**src/rtl/uart_pkg.sv**
```systemverilog
// Shared UART types: receiver FSM states, word-length and parity-select encodings.
package uart_pkg;

    typedef enum logic [2:0] {
        IDLE,
        START,
        DATA,
        PARITY,
        STOP,
        BRK_WAIT
    } rx_state_e;

    localparam logic [1:0] WLS_5 = 2'b00;
    localparam logic [1:0] WLS_6 = 2'b01;
    localparam logic [1:0] WLS_7 = 2'b10;
    localparam logic [1:0] WLS_8 = 2'b11;

    // Parity select, indexed by {sp, eps}
    localparam logic [1:0] PAR_ODD   = 2'b00;
    localparam logic [1:0] PAR_EVEN  = 2'b01;
    localparam logic [1:0] PAR_MARK  = 2'b10;
    localparam logic [1:0] PAR_SPACE = 2'b11;

    function automatic logic [7:0] wls_mask(input logic [1:0] wls);
        logic [7:0] m;
        case (wls)
            WLS_5:   m = 8'h1F;
            WLS_6:   m = 8'h3F;
            WLS_7:   m = 8'h7F;
            default: m = 8'hFF;
        endcase
        return m;
    endfunction

    function automatic logic expected_parity(input logic [7:0] data, input logic sp,
                                             input logic eps);
        logic p;
        case ({sp, eps})
            PAR_ODD:  p = ~^data;
            PAR_EVEN: p = ^data;
            PAR_MARK: p = 1'b1;
            default:  p = 1'b0;
        endcase
        return p;
    endfunction

endpackage

```
**src/rtl/uart_receiver_if.sv**
```systemverilog
// Received-character bus from the UART receiver to the RBR / RX FIFO.
interface uart_receiver_if;
    logic       rsr_load;
    logic [7:0] rx_data;
    logic       pe;
    logic       fe;
    logic       bi;

    modport master (output rsr_load, rx_data, pe, fe, bi);
    modport slave  (input  rsr_load, rx_data, pe, fe, bi);
endinterface

```
**src/rtl/uart_rx_sync.sv**
```systemverilog
// Metastability synchroniser for the serial input; resets to the idle-high level.
module uart_rx_sync #(
    parameter int SYNC_STAGES = 2
) (
    input  logic pclk,
    input  logic preset,
    input  logic urrst,
    input  logic din,
    output logic dout
);

    logic [SYNC_STAGES-1:0] sync_q;

    always_ff @(posedge pclk or posedge preset) begin
        if (preset) begin
            sync_q <= '1;
        end else if (urrst) begin
            sync_q <= '1;
        end else begin
            sync_q[0] <= din;
            for (int i = 1; i < SYNC_STAGES; i++) begin
                sync_q[i] <= sync_q[i-1];
            end
        end
    end

    assign dout = sync_q[SYNC_STAGES-1];

endmodule

```
**src/rtl/uart_receiver.sv**
```systemverilog
// UART receiver: 16x oversampled start detect, 5-8 bit LSB-first deserialise, parity/stop/break check.
// Character and status are registered and presented with a one-cycle rsr_load strobe.
module uart_receiver
    import uart_pkg::*;
#(
    parameter int OVERSAMPLE  = 16,
    parameter int SYNC_STAGES = 2
) (
    input  logic                  pclk,
    input  logic                  preset,
    input  logic                  urrst,
    input  logic                  receive_edge,
    input  logic                  uart_rxd,
    input  logic                  loop,
    input  logic                  loop_txd,
    input  logic                  pen,
    input  logic                  eps,
    input  logic                  sp,
    input  logic                  stb,
    input  logic [1:0]            wls,
    output logic                  receive_clk_clr,
    output logic                  rx_busy,
    uart_receiver_if.master       rx
);

    localparam int            CW       = $clog2(OVERSAMPLE);
    localparam logic [CW-1:0] CNT_MID  = CW'(OVERSAMPLE / 2 - 1);
    localparam logic [CW-1:0] CNT_LAST = CW'(OVERSAMPLE - 1);

    rx_state_e     state, state_nxt;
    logic          rxd_sel, rxd_s, rxd_prev;
    logic [CW-1:0] cnt;
    logic [2:0]    bit_cnt;
    logic [7:0]    shreg;
    logic [7:0]    data_m;
    logic          rx_parity;
    logic          mid_tick, full_tick, last_bit;
    logic          take_data, take_par, do_load;
    logic          unused_stb;

    // Only the first stop bit is ever checked, so the stop-bit count is irrelevant here.
    assign unused_stb = stb;

    assign rxd_sel = loop ? loop_txd : uart_rxd;

    uart_rx_sync #(.SYNC_STAGES(SYNC_STAGES)) u_sync (
        .pclk   (pclk),
        .preset (preset),
        .urrst  (urrst),
        .din    (rxd_sel),
        .dout   (rxd_s)
    );

    assign mid_tick  = receive_edge && (cnt == CNT_MID);
    assign full_tick = receive_edge && (cnt == CNT_LAST);
    // >= rather than == so a live wls change mid-frame can never strand the FSM in DATA
    assign last_bit  = bit_cnt >= (3'd4 + {1'b0, wls});

    always_comb begin
        state_nxt       = state;
        receive_clk_clr = 1'b0;
        take_data       = 1'b0;
        take_par        = 1'b0;
        do_load         = 1'b0;
        case (state)
            IDLE: begin
                if (rxd_prev && !rxd_s) begin
                    state_nxt       = START;
                    receive_clk_clr = 1'b1;
                end
            end
            START: begin
                if (mid_tick) begin
                    state_nxt = rxd_s ? IDLE : DATA;
                end
            end
            DATA: begin
                if (full_tick) begin
                    take_data = 1'b1;
                    if (last_bit) begin
                        state_nxt = pen ? PARITY : STOP;
                    end
                end
            end
            PARITY: begin
                if (full_tick) begin
                    take_par  = 1'b1;
                    state_nxt = STOP;
                end
            end
            STOP: begin
                if (full_tick) begin
                    do_load   = 1'b1;
                    state_nxt = rxd_s ? IDLE : BRK_WAIT;
                end
            end
            BRK_WAIT: begin
                if (rxd_s) begin
                    state_nxt = IDLE;
                end
            end
            default: state_nxt = IDLE;
        endcase
    end

    always_ff @(posedge pclk or posedge preset) begin
        if (preset) begin
            state <= IDLE;
        end else if (urrst) begin
            state <= IDLE;
        end else begin
            state <= state_nxt;
        end
    end

    always_ff @(posedge pclk or posedge preset) begin
        if (preset) begin
            rxd_prev  <= 1'b1;
            cnt       <= '0;
            bit_cnt   <= '0;
            shreg     <= '0;
            rx_parity <= 1'b0;
        end else if (urrst) begin
            rxd_prev  <= 1'b1;
            cnt       <= '0;
            bit_cnt   <= '0;
            shreg     <= '0;
            rx_parity <= 1'b0;
        end else begin
            rxd_prev <= rxd_s;
            if (state_nxt != state) begin
                cnt <= '0;
            end else if (receive_edge) begin
                cnt <= cnt + 1'b1;
            end
            if (state == START) begin
                bit_cnt <= '0;
                shreg   <= '0;
            end else if (take_data) begin
                shreg[bit_cnt] <= rxd_s;
                bit_cnt        <= bit_cnt + 1'b1;
            end
            if (take_par) begin
                rx_parity <= rxd_s;
            end
        end
    end

    assign data_m = shreg & wls_mask(wls);

    always_ff @(posedge pclk or posedge preset) begin
        if (preset) begin
            rx.rsr_load <= 1'b0;
            rx.rx_data  <= '0;
            rx.pe       <= 1'b0;
            rx.fe       <= 1'b0;
            rx.bi       <= 1'b0;
        end else if (urrst) begin
            rx.rsr_load <= 1'b0;
            rx.rx_data  <= '0;
            rx.pe       <= 1'b0;
            rx.fe       <= 1'b0;
            rx.bi       <= 1'b0;
        end else begin
            rx.rsr_load <= do_load;
            if (do_load) begin
                rx.rx_data <= data_m;
                rx.pe      <= pen & (rx_parity != expected_parity(data_m, sp, eps));
                rx.fe      <= ~rxd_s;
                rx.bi      <= (data_m == 8'h00) & (~pen | ~rx_parity) & ~rxd_s;
            end
        end
    end

    assign rx_busy = (state != IDLE);

endmodule

```
**src/flat_wrapper.sv**
```systemverilog
// flat-port wrapper written by rule: the top's interface ports become plain ports
module uart_receiver_flat import uart_pkg::*;
#(
    parameter int OVERSAMPLE  = 16,
    parameter int SYNC_STAGES = 2
)
  (pclk, preset, urrst, receive_edge, uart_rxd, loop, loop_txd, pen, eps, sp, stb, wls, receive_clk_clr, rx_busy, rx_rsr_load, rx_rx_data, rx_pe, rx_fe, rx_bi);
  uart_receiver_if rx_i ();
  input  logic pclk;
  input  logic preset;
  input  logic urrst;
  input  logic receive_edge;
  input  logic uart_rxd;
  input  logic loop;
  input  logic loop_txd;
  input  logic pen;
  input  logic eps;
  input  logic sp;
  input  logic stb;
  input  logic [1:0] wls;
  output logic receive_clk_clr;
  output logic rx_busy;
  output wire logic [$bits(rx_i.rsr_load)-1:0] rx_rsr_load;
  output wire logic [$bits(rx_i.rx_data)-1:0] rx_rx_data;
  output wire logic [$bits(rx_i.pe)-1:0] rx_pe;
  output wire logic [$bits(rx_i.fe)-1:0] rx_fe;
  output wire logic [$bits(rx_i.bi)-1:0] rx_bi;
  assign rx_rsr_load = rx_i.rsr_load;
  assign rx_rx_data = rx_i.rx_data;
  assign rx_pe = rx_i.pe;
  assign rx_fe = rx_i.fe;
  assign rx_bi = rx_i.bi;
  uart_receiver #(.OVERSAMPLE(OVERSAMPLE), .SYNC_STAGES(SYNC_STAGES)) u_core (.pclk(pclk), .preset(preset), .urrst(urrst), .receive_edge(receive_edge), .uart_rxd(uart_rxd), .loop(loop), .loop_txd(loop_txd), .pen(pen), .eps(eps), .sp(sp), .stb(stb), .wls(wls), .receive_clk_clr(receive_clk_clr), .rx_busy(rx_busy), .rx(rx_i));
endmodule
```
**config.mk**
```make
export PLATFORM = sky130hd
export DESIGN_NAME = uart_receiver_flat
export DESIGN_NICKNAME = d
export VERILOG_FILES = /design/src/rtl/uart_pkg.sv /design/src/rtl/uart_receiver_if.sv /design/src/rtl/uart_rx_sync.sv /design/src/rtl/uart_receiver.sv /design/src/flat_wrapper.sv
export SDC_FILE = /design/constraint.sdc
export NUM_CORES = 1
export LEC_CHECK = 0
export ABC_AREA = 1
export BUFFER_PORTS_ARGS = -buffer_cell sky130_fd_sc_hd__buf_2
export CAP_MARGIN = 20
export CELL_PAD_IN_SITES_DETAIL_PLACEMENT = 1
export CELL_PAD_IN_SITES_GLOBAL_PLACEMENT = 2
export CORE_UTILIZATION = 37
export DETAILED_ROUTE_END_ITERATION = 6
export MAX_ROUTING_LAYER = met4
export PLACE_DENSITY_LB_ADDON = 0.12
export SYNTH_ARGS = -nofsm -noshare
export SYNTH_HDL_FRONTEND = slang
export SYNTH_SLANG_ARGS = --single-unit
export TNS_END_PERCENT = 30
```
**constraint.sdc**
```tcl
create_clock -name pclk -period 3 [get_ports pclk]
set_clock_uncertainty 0.05 [all_clocks]
set_input_delay 0.75 -clock pclk [delete_from_list [all_inputs] [get_ports pclk]]
set_output_delay 0.75 -clock pclk [all_outputs]
set_load 0.01 [all_outputs]
```
Yosys cells after proc, flatten, opt, wreduce, memory -nomap -nowiden
Cells that the tools add are included.

Flip-flop bits (word level): 34.

Equal/unequal tests: 13. Add/subtract/negate cells: 3. $lt $le $gt $ge: 3. Reduce and logical (&&, ||, !) cells: 16. Mux-type cells: 48. Bitwise gates (word level): 8.

Operators with widths (number): 8-bit two-way mux (5); 3-bit two-way mux (13); 8-bit one-hot mux with 3 select lines (1); 1-bit two-way mux (20); 3-bit one-hot mux with 6 select lines (1); 4-bit two-way mux (3); 3-bit nonzero test (3); 8-bit bitwise AND (1); 8-bit bitwise mux (1); 8-bit zero test (1); 8-bit XNOR reduction (1); 8-bit parity (1); 3-bit by 2-bit equality test with 1-bit output (second input constant) (2); 3-bit equality test (second input constant) (2); 4-bit by 1-bit adder with 4-bit output (second input constant) (1); 2-bit by 1-bit equality test with 1-bit output (second input constant) (2); 2-bit equality test (second input constant) (2); 4-bit by 3-bit equality test with 1-bit output (second input constant) (1); 4-bit equality test (second input constant) (1); 1-bit logical AND (4); 2-bit zero test (2); 3-bit by 4-bit < comparator with 1-bit output (second input constant) (1); 2-bit two-way mux (2); 2-bit nonzero test (2); other kinds (14) (18).

Depth between registers and ports, before layout
Word-level depth: 11. Mapped depth: 12. Mapped depth without buffers: 12.

Cells and area by module
From an unflattened synthesis, not the netlist that was laid out.

Cell total of the unflattened synthesis: 235. Area total of the unflattened synthesis: 1915.6 µm².

Modules (own cells, without submodules): uart_receiver (cells an instance 227, sequential area each 802.0 µm², instances 1, area an instance 1840.5 µm²); uart_rx_sync (cells an instance 8, sequential area each 52.6 µm², instances 1, area an instance 75.1 µm²).

Least setup slack after synthesis
OpenSTA, ideal clock, no wires.

Path kind: input-to-reg. Start point: input wls[1]. End point: register u_core.rx.pe. Data required time: 2.834 ns. Stages on the path: 8. Slack: 1.038 ns. Arrival time: 1.796 ns. Setup time: 0.116 ns. Cells stage by stage: o21ai_0 ha_1 xnor2_1 xnor2_1 nand2_1 xor2_1 nand2_1 nand2_1.

Cells in the longest elaborated chain, start to end: 11. Elaborated cells on any way between the ends: 14. Those cells by class: 3 x eq/ne; 6 x mux; 2 x bitwise; 3 x reduce/logical.

Ends and longest elaborated chain: start, declared (RTL line flat_wrapper.sv:20) `input logic [1:0] wls;`; 2-bit equality test (tied with other cells) (RTL line uart_pkg.sv:26) `case (wls)`; 8-bit one-hot mux with 3 select lines * (RTL line uart_pkg.sv:26); 8-bit bitwise AND * (RTL line uart_receiver.sv:149) `assign data_m = shreg & wls_mask(wls);`; 8-bit parity / 8-bit XNOR reduction (equally long branches) (RTL line uart_pkg.sv:40, uart_pkg.sv:39); 1-bit one-hot mux with 3 select lines * (RTL line uart_pkg.sv:38) `case ({sp, eps})`; 1-bit two-way mux * (RTL line uart_receiver.sv:166) `if (do_load) begin`; 1-bit two-way mux * (RTL line uart_receiver.sv:158) `end else if (urrst) begin`; 1-bit inequality test * (RTL line uart_receiver.sv:168) `rx.pe <= pen & (rx_parity != expected_parity(data_m, sp, eps));`; 1-bit bitwise AND * (RTL line uart_receiver.sv:168); 1-bit two-way mux * (RTL line uart_receiver.sv:166); 1-bit two-way mux * (RTL line uart_receiver.sv:158); end signal, assigned (RTL line uart_receiver.sv:168); end, declared (RTL line uart_receiver_if.sv:9) `modport master (output rsr_load, rx_data, pe, fe, bi);`.

Every way passes the cells marked *; elsewhere a longest branch is shown, timed or not. The select of a mux whose other input is x is not followed. A chain may end at the register's enable or synchronous reset.

Final worst setup path
Start point: register u_core.u_sync.sync_q[1]. End point: output receive_clk_clr.

Cells in the longest elaborated chain, start to end: 4.

Ends and longest elaborated chain: start, declared (RTL line uart_rx_sync.sv:12) `logic [SYNC_STAGES-1:0] sync_q;`; start signal, assigned by index (RTL line uart_rx_sync.sv:22) `sync_q[i] <= sync_q[i-1];`; 1-bit zero test (RTL line uart_receiver.sv:67) `if (rxd_prev && !rxd_s) begin`; 1-bit logical AND (RTL line uart_receiver.sv:67); 1-bit two-way mux (RTL line uart_receiver.sv:67); 1-bit two-way mux (RTL line uart_receiver.sv:65) `case (state)`; end, declared (RTL line flat_wrapper.sv:21) `output logic receive_clk_clr;`.

Every way passes these cells.

==> impl_metrics.json <==
{
  "drv_cap": 0,
  "whs_ns": 0.426,
  "netlist_instances": 227,
  "grt_max_degree": 35,
  "postSynth.asyncResetShare": 1.00,
  "ant_nets": 0,
  "yosys_warnings": 0,
  "period_share": 0.749,
  "hold_buffers": 0,
  "numCtsBuffers": 5,
  "cp_slowest_stage_delay_ns": 0.57,
  "cts.htree.levels": 2,
  "synthAdderAreaFrac": 0.0509,
  "finalHoldViolations": 0,
  "rsz0062_at_grt": "false",
  "drc": 0,
  "synth_compound_area_frac": 0.118,
  "cts_sinks": 34,
  "wire_per_inst_um": 13.8,
  "path_delay_family": "flip-flops",
  "wirelength_um": 4510,
  "arrival_ns": 1.45,
  "die-area_um2": 5620,
  "ioPinCount": 27,
  "synth_mux_area_frac": 0,
  "crit_slowest_cell": "dfstp_2",
  "path_buf_inv": 3,
  "path_max_fanout": 13,
  "postCtsSetupBuffers": 0,
  "final_nets": 277,
  "clock_path_buffers": 2,
  "grt_pass1_wl_um": 7450,
  "finalSetupViolCount": 0,
  "cts_tree": "yes",
  "vias_per_cell": 4.92,
  "powerDensity_nw_per_um2": 466,
  "clk_pin_slew_ns": 0.07,
  "synth_cell_types": 32,
  "ys.flop_type": "dfrtp_1",
  "drive_gt1_frac": 0.280,
  "slew_headroom": 0.695,
  "crit_type": "reg -> out",
  "die_width_um": 74.9,
  "status": "completed",
  "ys_seq_area_frac": 0.434,
  "final_cell_mix": "46 x nand2_1, 31 x dfrtp_1, 27 x inv_1, 25 x buf_2, 15 x a21oi_1",
  "port_buffers": 25,
  "avgSynthCellArea_um2": 8.67,
  "fmax_mhz": 445,
  "first_global_vias": 1562,
  "antenna_found_initial": 0,
  "rows": 26,
  "stdcell_count": 327,
  "min_path_type": "reg -> reg",
  "num-fill-cells": 645,
  "synth_top_family_by_area": "simple AND/OR/NAND/NOR gates",
  "clock_latency_ns": 0.29,
  "gr-usage-all-layers": 0.184,
  "cts_root_buffer": "clkbuf_8",
  "end_kind": "primary output",
  "drt_pre_antenna_iters": 4,
  "die_h_um": 74.9,
  "area_growth_pct": 17.4,
  "tightest_slew_ns": 0.457,
  "worstSetupStartpointType": "flip-flop",
  "slew_viol_final": 0,
  "dp_cells": 319,
  "start_util": 0.385,
  "n_antenna_cell": 0,
  "synth-simple-area-share": 0.296,
  "crit_required_ns": 2.20,
  "synth_xor_area_frac": 0.0267,
  "ys_ff_latch": 34,
  "cts_resized": 0,
  "grt-ovfl-total": 0,
  "place_congestion": 0.811,
  "core_um2": 5110,
  "leakage_nw": 1.14,
  "final.min_clock_period_ns": 2.25,
  "synth_area_um2": 1970,
  "drt_iter0_drc": 31,
  "final_common_cell": "nand2_1",
  "cp_cell_sequence": "inv_1 -> nand4_1 -> inv_1 -> buf_2",
  "vias": 1608,
  "ir_drop_v": 0.000204,
  "fin_total_pwr_mw": 1.08,
  "synth_nets": 248,
  "path_common_cell": "inv_1",
  "utilization": 0.452,
  "finalSetupTns_ns": 0,
  "synth-edff-count": 0,
  "dp_hpwl_um": 3470
}
-- cell families (layout without fill, tap and decap cells) --
kind of cell             after synthesis  after routing
AND/OR/NAND/NOR                      100            100
AO/OA/AOI/OAI                         42             42
buffers and inverters                 37             67
flip-flops                            34             34
adder cells (fa/ha/maj)                8              8
XOR/XNOR                               6              6
-- cell usage after synthesis (2+ instances only) --
cell type	instances	area share
nor2_1	9	0.017
o21ai_1	11	0.028
nand2_2	2	0.0064
nor3_2	12	0.061
nand4_2	2	0.013
inv_2	4	0.0076
nand4_1	7	0.022
xor2_1	4	0.018
a21oi_1	15	0.038
nand2_1	46	0.088
nand3_1	8	0.020
dfstp_2	3	0.040
nor2_4	2	0.011
nand3_2	5	0.025
buf_2	2	0.0051
inv_1	27	0.051
o21ai_0	8	0.020
xnor2_1	2	0.0089
nor2_2	3	0.0095
o21a_1	6	0.023
ha_1	8	0.051
dfrtp_1	31	0.39
-- area by class of cell --
cell class | instances | area [µm²] | share of cell area
inverter | 33 | 126 | 0.0547
clock inverter | 2 | 60.1 | 0.0260
clock buffer | 6 | 82.6 | 0.0358
timing repair buffer | 26 | 133 | 0.0574
sequential | 34 | 855 | 0.370
multi-input combinational | 156 | 966 | 0.418
tap | 70 | 87.6 | 0.0379
-- worst paths after layout --
path | from | end | slack [ns] | cells past startpoint
setup / recovery | u_core.u_sync.sync_q[1] | receive_clk_clr | 0.75 | 4
hold / removal | u_core.rx.pe | u_core.rx.pe | 0.43 | 2
setup reg to reg | u_core.bit_cnt[0] | u_core.cnt[2] | 0.99 | 12
hold reg to reg | u_core.rx.pe | u_core.rx.pe | 0.43 | 2
max in group asynchronous | preset | u_core.u_sync.sync_q[0] | 2.05 | 3
min in group asynchronous | preset | u_core.state[0] | 0.50 | 3
-- worst register-to-register path, stage by stage (launching register included) --
cell and delay, ns:
dfrtp_1 0.50, inv_1 0.23, ha_1 0.33, inv_1 0.03
nand2_1 0.05, nand2_1 0.07, nand2_1 0.12, nand2_1 0.08
nand3_2 0.09, nand2_1 0.06, nand2_1 0.10, nand3_4 0.11
nor3_2 0.11
-- per-layer routing --
layer,up-vias,global-route usage,share of wire
met4,0,0.0503,0.010
met1,762,0.243,0.51
met2,32,0.286,0.44
met3,6,0.0402,0.035
met5,-,-,0
li1,808,-,-
-- sequential cells by signal, indices dropped and copies added (netlist names) --
register,count
u_core.rx.pe,1
u_core.rx.bi,1
u_core.rx.rsr_load,1
u_core.rx_parity,1
u_core.rxd_prev,1
u_core.rx.fe,1
u_core.cnt,4
u_core.state,3
u_core.u_sync.sync_q,2
u_core.bit_cnt,3
u_core.rx.rx_data,8
u_core.shreg,8
-- where the power goes --
group,internal (mW),switching (mW),leakage (nW)
clock network,0.355,0.174,0.0714
logic,0.0242,0.0523,0.608
registers,0.465,0.00556,0.463
-- through the flow --
| stage | worst slack [ns] | instance area, µm² |
|---|---|---|
| 2_1_floorplan | 1.04 | 1970 |
| 3_3_place_gp | 0.741 | 2170 |
| 3_5_place_dp | 0.716 | 2170 |
| 4_1_cts | 0.726 | 2310 |
| 5_1_grt | 0.644 | 2310 |
| 6_report | 0.752 | 2310 |
No activity file was read; power rests on OpenSTA's default activity.
